===== src/rtl/wbu_pkg.sv =====
// Shared types and constants for the writeback/commit stage: CSR opcodes,
// CSR addresses and FSM states.
package wbu_pkg;

  typedef enum logic [2:0] {
    CSR_NONE  = 3'd0,
    CSR_ECALL = 3'd1,
    CSR_CSRRW = 3'd2,
    CSR_CSRRS = 3'd3,
    CSR_MRET  = 3'd4,
    CSR_CSRRC = 3'd5
  } csr_op_e;

  typedef enum logic {
    ST_IDLE = 1'b0,
    ST_DONE = 1'b1
  } wbu_state_e;

  localparam logic [11:0] CSR_MSTATUS   = 12'h300;
  localparam logic [11:0] CSR_MTVEC     = 12'h305;
  localparam logic [11:0] CSR_MEPC      = 12'h341;
  localparam logic [11:0] CSR_MCAUSE    = 12'h342;
  localparam logic [11:0] CSR_MCYCLE    = 12'hB00;
  localparam logic [11:0] CSR_MINSTRET  = 12'hB02;
  localparam logic [11:0] CSR_MCYCLEH   = 12'hB80;
  localparam logic [11:0] CSR_MINSTRETH = 12'hB82;

  localparam int MCAUSE_ECALL_M = 11;

  // Encodings 6 and 7 are reserved and behave as "no CSR operation".
  function automatic csr_op_e decode_op(input logic [2:0] raw);
    case (raw)
      3'd1:    return CSR_ECALL;
      3'd2:    return CSR_CSRRW;
      3'd3:    return CSR_CSRRS;
      3'd4:    return CSR_MRET;
      3'd5:    return CSR_CSRRC;
      default: return CSR_NONE;
    endcase
  endfunction

  function automatic logic is_csr_access(input csr_op_e op);
    return (op == CSR_CSRRW) || (op == CSR_CSRRS) || (op == CSR_CSRRC);
  endfunction

endpackage


===== src/rtl/wbu_csr_file.sv =====
// Machine CSR storage, address decode, read-modify-write and trap updates.
// Optional mcycle/minstret counters are enabled with WBU_COUNTERS_EN.
module wbu_csr_file
  import wbu_pkg::*;
#(
  parameter int              XLEN        = 32,
  parameter logic [XLEN-1:0] MSTATUS_RST = XLEN'(32'h0000_1800)
) (
  input  logic            clk,
  input  logic            rst,
  input  logic            i_commit,
  input  logic [2:0]      i_op,
  input  logic [11:0]     i_addr,
  input  logic [XLEN-1:0] i_src,
  input  logic [XLEN-1:0] i_pc,
  output logic [XLEN-1:0] o_rdata,
  output logic            o_access,
  output logic            o_illegal,
  output logic [XLEN-1:0] o_mtvec,
  output logic [XLEN-1:0] o_mepc
);

  logic [XLEN-1:0] r_mstatus, r_mtvec, r_mepc, r_mcause;
  csr_op_e         w_op;
  logic            w_mapped, w_writable;
  logic [XLEN-1:0] w_rdata, w_new;

`ifdef WBU_COUNTERS_EN
  logic [63:0] r_mcycle, r_minstret;

  always_ff @(posedge clk or posedge rst) begin
    if (rst) begin
      r_mcycle   <= '0;
      r_minstret <= '0;
    end else begin
      r_mcycle <= r_mcycle + 64'd1;
      if (i_commit) r_minstret <= r_minstret + 64'd1;
    end
  end
`endif

  function automatic logic [XLEN-1:0] csr_rmw(input csr_op_e op,
                                               input logic [XLEN-1:0] old,
                                               input logic [XLEN-1:0] mask);
    case (op)
      CSR_CSRRW: return mask;
      CSR_CSRRS: return old | mask;
      CSR_CSRRC: return old & ~mask;
      default:   return old;
    endcase
  endfunction

  always_comb begin
    w_rdata    = '0;
    w_mapped   = 1'b1;
    w_writable = 1'b0;
    case (i_addr)
      CSR_MSTATUS: begin w_rdata = r_mstatus; w_writable = 1'b1; end
      CSR_MTVEC:   begin w_rdata = r_mtvec;   w_writable = 1'b1; end
      CSR_MEPC:    begin w_rdata = r_mepc;    w_writable = 1'b1; end
      CSR_MCAUSE:  begin w_rdata = r_mcause;  w_writable = 1'b1; end
`ifdef WBU_COUNTERS_EN
      // Counters are read-only: mapped (no illegal) but never writable.
      CSR_MCYCLE:    w_rdata = XLEN'(r_mcycle[31:0]);
      CSR_MINSTRET:  w_rdata = XLEN'(r_minstret[31:0]);
      CSR_MCYCLEH:   w_rdata = XLEN'(r_mcycle[63:32]);
      CSR_MINSTRETH: w_rdata = XLEN'(r_minstret[63:32]);
`endif
      default: w_mapped = 1'b0;
    endcase
  end

  assign w_op      = decode_op(i_op);
  assign w_new     = csr_rmw(w_op, w_rdata, i_src);
  assign o_access  = is_csr_access(w_op);
  assign o_illegal = o_access & ~w_mapped;
  assign o_rdata   = w_rdata;
  assign o_mtvec   = r_mtvec;
  assign o_mepc    = r_mepc;

  always_ff @(posedge clk or posedge rst) begin
    if (rst) begin
      r_mstatus <= MSTATUS_RST;
      r_mtvec   <= '0;
      r_mepc    <= '0;
      r_mcause  <= '0;
    end else if (i_commit) begin
      if (o_access && w_writable) begin
        case (i_addr)
          CSR_MSTATUS: r_mstatus <= w_new;
          CSR_MTVEC:   r_mtvec   <= w_new;
          CSR_MEPC:    r_mepc    <= w_new;
          CSR_MCAUSE:  r_mcause  <= w_new;
          default: ;
        endcase
      end
      if (w_op == CSR_ECALL) begin
        r_mepc   <= i_pc;
        r_mcause <= XLEN'(MCAUSE_ECALL_M);
      end
    end
  end

endmodule


===== src/rtl/wbu_commit.sv =====
// Writeback/commit stage: GPR file, PC register and accept/offer FSM.
// Optional counters (WBU_COUNTERS_EN) live in wbu_csr_file.
module wbu_commit
  import wbu_pkg::*;
#(
  parameter int              XLEN        = 32,
  parameter int              NREGS       = 32,
  parameter logic [XLEN-1:0] RESET_PC    = XLEN'(32'h2000_0000),
  parameter logic [XLEN-1:0] MSTATUS_RST = XLEN'(32'h0000_1800)
) (
  input  logic            clk,
  input  logic            rst,
  input  logic            in_valid,
  output logic            in_ready,
  input  logic [XLEN-1:0] in_pc,
  input  logic [XLEN-1:0] in_next_pc,
  input  logic            in_wen,
  input  logic [4:0]      in_rd,
  input  logic [XLEN-1:0] in_wdata,
  input  logic [2:0]      in_csr_op,
  input  logic [11:0]     in_csr_addr,
  input  logic [XLEN-1:0] in_csr_src,
  output logic            out_valid,
  input  logic            out_ready,
  output logic [XLEN-1:0] out_pc,
  output logic            out_illegal,
  input  logic [4:0]      rs1_addr,
  input  logic [4:0]      rs2_addr,
  output logic [XLEN-1:0] rs1_data,
  output logic [XLEN-1:0] rs2_data
);

  localparam int RAW = $clog2(NREGS);

  wbu_state_e      r_state;
  logic            r_in_ready, r_out_valid, r_illegal;
  logic [XLEN-1:0] r_pc;
  logic [XLEN-1:0] r_gpr [NREGS];

  csr_op_e         w_op;
  logic            w_accept, w_gpr_we, w_csr_access, w_csr_illegal;
  logic [XLEN-1:0] w_csr_rdata, w_mtvec, w_mepc, w_next_pc, w_wb_data;

  // x0 and addresses beyond the implemented file are hardwired to zero.
  function automatic logic reg_ok(input logic [4:0] a);
    return (a != 5'd0) && (int'(a) < NREGS);
  endfunction

  assign rs1_data = reg_ok(rs1_addr) ? r_gpr[rs1_addr[RAW-1:0]] : '0;
  assign rs2_data = reg_ok(rs2_addr) ? r_gpr[rs2_addr[RAW-1:0]] : '0;

  assign w_op     = decode_op(in_csr_op);
  assign w_accept = (r_state == ST_IDLE) && in_valid;

  wbu_csr_file #(.XLEN(XLEN), .MSTATUS_RST(MSTATUS_RST)) u_csr (
    .clk       (clk),
    .rst       (rst),
    .i_commit  (w_accept),
    .i_op      (in_csr_op),
    .i_addr    (in_csr_addr),
    .i_src     (in_csr_src),
    .i_pc      (in_pc),
    .o_rdata   (w_csr_rdata),
    .o_access  (w_csr_access),
    .o_illegal (w_csr_illegal),
    .o_mtvec   (w_mtvec),
    .o_mepc    (w_mepc)
  );

  // CSR instructions return the old CSR value to rd, overriding in_wdata/in_wen.
  assign w_wb_data = w_csr_access ? w_csr_rdata : in_wdata;
  assign w_gpr_we  = w_accept && reg_ok(in_rd) && (w_csr_access || in_wen);

  always_comb begin
    w_next_pc = in_next_pc;
    case (w_op)
      CSR_ECALL: w_next_pc = w_mtvec;
      CSR_MRET:  w_next_pc = w_mepc;
      default:   ;
    endcase
  end

  always_ff @(posedge clk or posedge rst) begin
    if (rst) begin
      for (int i = 0; i < NREGS; i++) r_gpr[i] <= '0;
    end else if (w_gpr_we) begin
      r_gpr[in_rd[RAW-1:0]] <= w_wb_data;
    end
  end

  always_ff @(posedge clk or posedge rst) begin
    if (rst) begin
      r_state     <= ST_IDLE;
      r_in_ready  <= 1'b1;
      r_out_valid <= 1'b0;
      r_illegal   <= 1'b0;
      r_pc        <= RESET_PC;
    end else begin
      r_illegal <= 1'b0;
      case (r_state)
        ST_IDLE: if (in_valid) begin
          r_state     <= ST_DONE;
          r_in_ready  <= 1'b0;
          r_out_valid <= 1'b1;
          r_illegal   <= w_csr_illegal;
          r_pc        <= w_next_pc;
        end
        ST_DONE: if (out_ready) begin
          r_state     <= ST_IDLE;
          r_in_ready  <= 1'b1;
          r_out_valid <= 1'b0;
        end
        default: r_state <= ST_IDLE;
      endcase
    end
  end

  assign in_ready    = r_in_ready;
  assign out_valid   = r_out_valid;
  assign out_pc      = r_pc;
  assign out_illegal = r_illegal;

endmodule


===== config.mk =====
export PLATFORM = sky130hd
export DESIGN_NAME = wbu_commit
export DESIGN_NICKNAME = d
export VERILOG_FILES = /design/src/rtl/wbu_pkg.sv /design/src/rtl/wbu_csr_file.sv /design/src/rtl/wbu_commit.sv
export SDC_FILE = /design/constraint.sdc
export NUM_CORES = 2
export LEC_CHECK = 0
export BUFFER_PORTS_ARGS = -buffer_cell sky130_fd_sc_hd__clkbuf_2
export CAP_MARGIN = 20
export CORE_MARGIN = 2
export CORE_UTILIZATION = 59
export DETAILED_ROUTE_END_ITERATION = 8
export PLACE_DENSITY = 0.77
export SETUP_SLACK_MARGIN = 0.02
export SLEW_MARGIN = 20
export SYNTH_ARGS = -nofsm -noshare
export SYNTH_HDL_FRONTEND = slang
export SYNTH_HIERARCHICAL = 1
export SYNTH_SLANG_ARGS = --single-unit

===== constraint.sdc =====
create_clock -name clk -period 61 [get_ports clk]
set_input_delay 18.3 -clock clk [delete_from_list [all_inputs] [get_ports clk]]
set_output_delay 18.3 -clock clk [all_outputs]
set_load 0.005 [all_outputs]

[Yosys cells after proc, flatten, opt, wreduce, memory -nomap -nowiden]
Cells that the tools add are included.
Word-level totals
  flip-flop bits (word level): 1188
  latch bits: 0
  bits in writable memories: 0
  ROM bits: 0
  input port bits: 163
  output and inout port bits: 99
  logic and storage cells: 125
  memories kept: 0
Cells by class
  add/sub/neg operators: 0
  $mul: 0
  divide/modulo/power cells: 0
  magnitude comparators: 4
  eq/ne operators: 16
  shift operators: 0
  muxes and demuxes: 34
  bitwise operators: 9
  reduce and logical (&&, ||, !) cells: 21
Operators with widths (number)
  $bwmux W1024: 1
  $mux W32: 14
  $bmux W32 S5: 2
  $demux W32 S5: 1
  $pmux W32 S4: 1
  $pmux W32 S3: 1
  $pmux W32 S2: 1
  $eq A12 B10 Y1 const B: 4
  $and A32 B32 Y32: 1
  $not A32 Y32: 1
  $or A32 B32 Y32: 1
  $ge A6 B6 Y1 const B: 3
  $not A5 Y6: 3
  $pmux W3 S5: 1
  $reduce_bool A5 Y1: 3
  $eq A3 B2 Y1 const B: 4
  $eq A3 B3 Y1 const B: 4
  $reduce_and A3 Y1: 4
  $mux W1: 9
  $eq A3 B1 Y1 const B: 2
  $lt A6 B1 Y1 const B: 1
  $pmux W1 S2: 3
  $reduce_bool A2 Y1: 3
  $logic_and A1 B1 Y1: 5
  other kinds (6): 11

[Longest topological paths before layout]
  word-level depth: 8
  mapped depth: 13
  mapped depth without buffers: 10

[Cells and area by module]
The synthesis kept the hierarchy.
Modules (own cells, without submodules)
  wbu_commit: times used 1, cells an instance 3853, area each 56379.1 sq um, seq. area each 26527.9 sq um
  wbu_csr_file: times used 1, cells an instance 804, area each 7459.7 sq um, seq. area each 3205.6 sq um

[Least setup slack after synthesis]
OpenSTA, ideal clock, no wires.
  path kind: input -> output
  start: in rs2_addr[1]
  end: out rs2_data[0]
  arrival: 19804 ps
  data required time: 42700 ps
  slack: 22896 ps
  stages: 6
  path buffers: 2
  cells stage by stage: clkbuf_1 buf_2 mux4_2 mux2_2 o21ai_0 a311oi_1
On the way
  cells in the longest elaborated chain, start to end: 5
  elaborated cells between the ends (all ways): 6
  those cells by class: mux (4); bitwise (1); reduce/logical (1)
RTL lines
  start: declaration: line wbu_commit.sv:28  | input logic [4:0] rs2_addr,
  $not A5 Y6 (not written as such): line wbu_commit.sv:50  | assign rs2_data = reg_ok(rs2_addr) ? r_gpr[rs2_addr[RAW-1:0]] : '0;
  $bmux W32 S5: line wbu_commit.sv:50
  $mux W32 (not written as such) (2 in series): line wbu_commit.sv:50
  $mux W32 *: line wbu_commit.sv:50
  end: declaration: line wbu_commit.sv:30  | output logic [XLEN-1:0] rs2_data
Every way passes the cells marked *; elsewhere a longest branch is shown, timed or not. The select of a mux whose other input is x is not followed.

[Final worst setup path]
  start: in rs2_addr[1]
  end: out rs2_data[30]
Same word-level chain as after synthesis.

==> out/results.tsv <==
stage	metric	value	unit
critical_path	kind_of_critical_path	input port to output port	
clocking	cts_tree	yes	
critical_path	critical_path_start_type	input port	
synth	syn-cell-area	63840	um^2
floorplanning	rows	120	
pwr	clockPowerShare	0.392	
synth	register_bit_total_from_synthesis	1188	
grt	via_count_of_the_first_global_routing_pass	45420	
routing	wirelength_routed	201.6	mm
clocking	cts_setup_buffers	0	
clocking	post_cts.resized_instances	0	
clocking	insertion_delay	760	ps
grt	total_global_routing_track_utilization	0.3658	
critical_path	crit_path_max_fanout	56	
critical_path	cp.arrival	22360	ps
routing	route.vias.total	44900	
synth	post_synth_and_or_nand_nor_area_fraction	0.04308	
pwr	power.share.switching	0.2659	
synth	post_synthesis_compound_gate_area_fraction	0.08167	
timing	hold_ws	392.9	ps
grt	pin_count_of_the_biggest_net_entering_global_routing	159	
synth	synth.most_common_cell	sky130_fd_sc_hd__dfrtp_1	
grt	antenna_found_initial	18	
clocking	clk_pin_slew	50	ps
placed_design	buffer_ports.inserted	261	
placed_design	gpl.final_weighted_congestion	0.8721	
synth	yosys-top-cells-count	sky130_fd_sc_hd__dfrtp_1 (1184), sky130_fd_sc_hd__mux2_2 (1070), sky130_fd_sc_hd__mux4_2 (448)	
pwr	cellLeakagePower	32.03	nW
timing	fmax	24.59	MHz
floorplanning	start_util	0.5955	
routing	wl_per_cell	32.85	um
placed_design	detailed_place.area	65750	um^2
pwr	p_comb_frac	0.148	
synth	post_synthesis_adder_cell_area_fraction	0.0007644	
routing	route.detailed.drc	0	
final_layout	drive_above_1_share	0.4572	
synth	synth_xor_xnor_area_share	0.0002744	
critical_path	endpoint_kind	output port	
clocking	clock-root-buffer	sky130_fd_sc_hd__clkbuf_16	
synth	async_set_reset_flop_share_out_of_synthesis	1.000	
timing	rsz0062_at_grt	false	
clocking	cts.path.max_buffers	3	
pwr	power_density	28.85	nW/um^2
floorplanning	dieWidth	332.9	um
routing	first_iter_violations	5541	
floorplanning	floorplan.core_area	107200	um^2
pwr	internal_power	1.484	mW
clocking	cts_hold_repair.buffers	0	
final_layout	final_core_util	0.6537	
timing	finalWorstPathRequiredPeriod	40660	ps
final_layout	finalInstanceArea	70080	um^2
timing	worst_clock_skew	32.23	ps
final_layout	final_nets	4791	
timing	worst_slew_pin_tran	1071	ps
synth	synth_enable_flop_cells	0	
synth	netlist_top_cells_area	sky130_fd_sc_hd__dfrtp_1 (46%), sky130_fd_sc_hd__mux2_2 (19%), sky130_fd_sc_hd__mux4_2 (16%), sky130_fd_sc_hd__mux2i_1 (2.0%), sky130_fd_sc_hd__clkbuf_1 (1.9%)	
synth	yosys.area.top_type_share	0.4641	
final_layout	layout_area_overhead	9.780	%
timing	timing.final.setup_violations	0	
routing	dr.pass1.iters	6	
pwr	seq_power_share	0.460	
synth	synth.mux.area_fraction	0.3714	
clocking	clock-sinks	1188	
routing	final_antenna_net_count	0	
min_path	hold_path_depth	0	
placed_design	place.detailed.hpwl	117.8	mm
timing	timing.final.max_slew_violations	0	
synth	synth_area_per_cell	13.71	um^2
timing	hold_viol_final	0	
floorplanning	die_h	332.9	um
synth	synth_top_family_by_area	multiplexers	
min_path	hold_class	flop to flop	
synth	yosysWarningCount	6	
synth	yosysSeqAreaShare	0.4658	
critical_path	reg2regPathDepth	7	
pwr	p_switching	537.6	uW
floorplanning	full_die_area	110800	um^2
floorplanning	ioPinCount	262	
critical_path	worstPathRequired	42700	ps
grt	grt_pass1_wl	301.4	mm
outcome	run_status	complete, no violations	
timing	layout_worst_path_cycle_share	0.6666	
pwr	power.ir.vdd_worst	0.00002106	V
routing	mean_number_of_vias_per_cell	7.315	
timing	sum_of_negative_setup_slack	0	ps
synth	synth_cell_types	65	
grt	total_congestion_overflow_after_global_routing	0	
timing	worst_slew_margin_rel	0.2862	
synth	most_frequently_used_flop_master_after_synthesis	sky130_fd_sc_hd__dfrtp_1	
clocking	cts_made_buffers	130	
synth	synth_area_leader_cell	sky130_fd_sc_hd__dfrtp_1	
synth	synthCells	4657	
synth	syn-num-nets	4823	
flow_run	drv.max_cap_violation_count	0	
clocking	htree_num_levels	4	
[logic make-up (layout without fill, tap and decap cells)]
family | Yosys count | after routing
compound gates | 752 | 752
xor+xnor | 2 | 2
fa+ha+maj | 4 | 4
buf+inv | 553 | 618
flops | 1188 | 1188
mux | 1672 | 1672
other cells | 0 | 13
simple gates | 486 | 486
[per-stage QoR]
| step | worst slack [ps] | power [mW] | instances |
|---|---|---|---|
| after global routing | 20150 | 2.089 | 6132 |
| final | 20340 | 2.022 | 6138 |
| after global placement | 20420 | 1.221 | 5895 |
| after floorplan | 12870 | 1.141 | 4657 |
| after CTS | 20380 | 2.022 | 6124 |
| after detailed placement | 20380 | 1.235 | 5895 |
[sequential cells by signal, indices dropped and copies added (netlist names)]
name,cells
r_gpr,1024
out_pc,32
r_state,1
u_csr/o_mtvec,32
u_csr/r_mcause,32
out_illegal,1
u_csr/o_mepc,32
in_ready,1
u_csr/r_mstatus,32
out_valid,1
[path summary, 6_finish.rpt]
path / from / endpoint / slack, ps
setup reg to reg: r_state / r_gpr[644] / 56610
max in group asynchronous: rst / r_gpr[909] / 39190
setup / recovery: rs2_addr[1] / rs2_data[30] / 20340
hold / removal: r_gpr[996] / r_gpr[996] / 390
hold reg to reg: r_gpr[996] / r_gpr[996] / 390
min in group asynchronous: rst / out_pc[1] / 17670
[cell usage in the layout (no fill, tap or decap), drive strengths merged, types with 4 or more instances in the layout]
cell and count:
dfrtp 1184, mux2 1094, mux4 448, clkbuf 448, nor2 147, o21ai 147, mux2i 130, a22oi 124
buf 119, a211oi 93, a21oi 93, nand2 89, nor2b 73, a311oi 64, o211ai 61, and3b 61
a221oi 45, nor3b 36, a31oi 32, and3 32, a21o 31, o2bb2ai 29, clkinv 24, o2111ai 20
inv 20, diode 13, bufinv 6, nand4 5, nand3 5, and2 5, nand3b 4, dfstp 4
nor3 4, nor4 4
[critical path: stages]
cell	delay [ps]
sky130_fd_sc_hd__buf_8	470
sky130_fd_sc_hd__buf_4	900
sky130_fd_sc_hd__buf_4	890
sky130_fd_sc_hd__mux4_2	380
sky130_fd_sc_hd__mux2_2	140
sky130_fd_sc_hd__o21ai_0	70
sky130_fd_sc_hd__a311oi_1	810
sky130_fd_sc_hd__clkbuf_2	250
[area by class of cell]
| class | count | area, um^2 |
|---|---|---|
| clock buffer | 194 | 3859 |
| tap | 1403 | 1755 |
| multi-input combinational | 2916 | 31970 |
| inverter | 16 | 72.57 |
| antenna | 13 | 32.53 |
| sequential | 1188 | 29730 |
| timing repair buffer | 373 | 2251 |
| clock inverter | 35 | 406.6 |
| fill | 7748 | 37120 |
[per-layer routing]
metal | GRT usage | up-vias | part of all wire
met5 | 0 | - | 0.00040
met4 | 0.2052 | 12 | 0.062
met3 | 0.09014 | 681 | 0.10
met2 | 0.5481 | 2846 | 0.46
met1 | 0.4927 | 23500 | 0.38
li1 | - | 17860 | -
[power by group through the flow]
stage	clock, mW	sequential [mW]	combinational [mW]
final	0.793	0.930	0.299
after global routing	0.833	0.938	0.319
after CTS	0.799	0.926	0.297
after detailed placement	0	0.939	0.295
after global placement	0	0.933	0.288
after floorplan	0	0.922	0.219
Power figures use the tool's default switching activity.
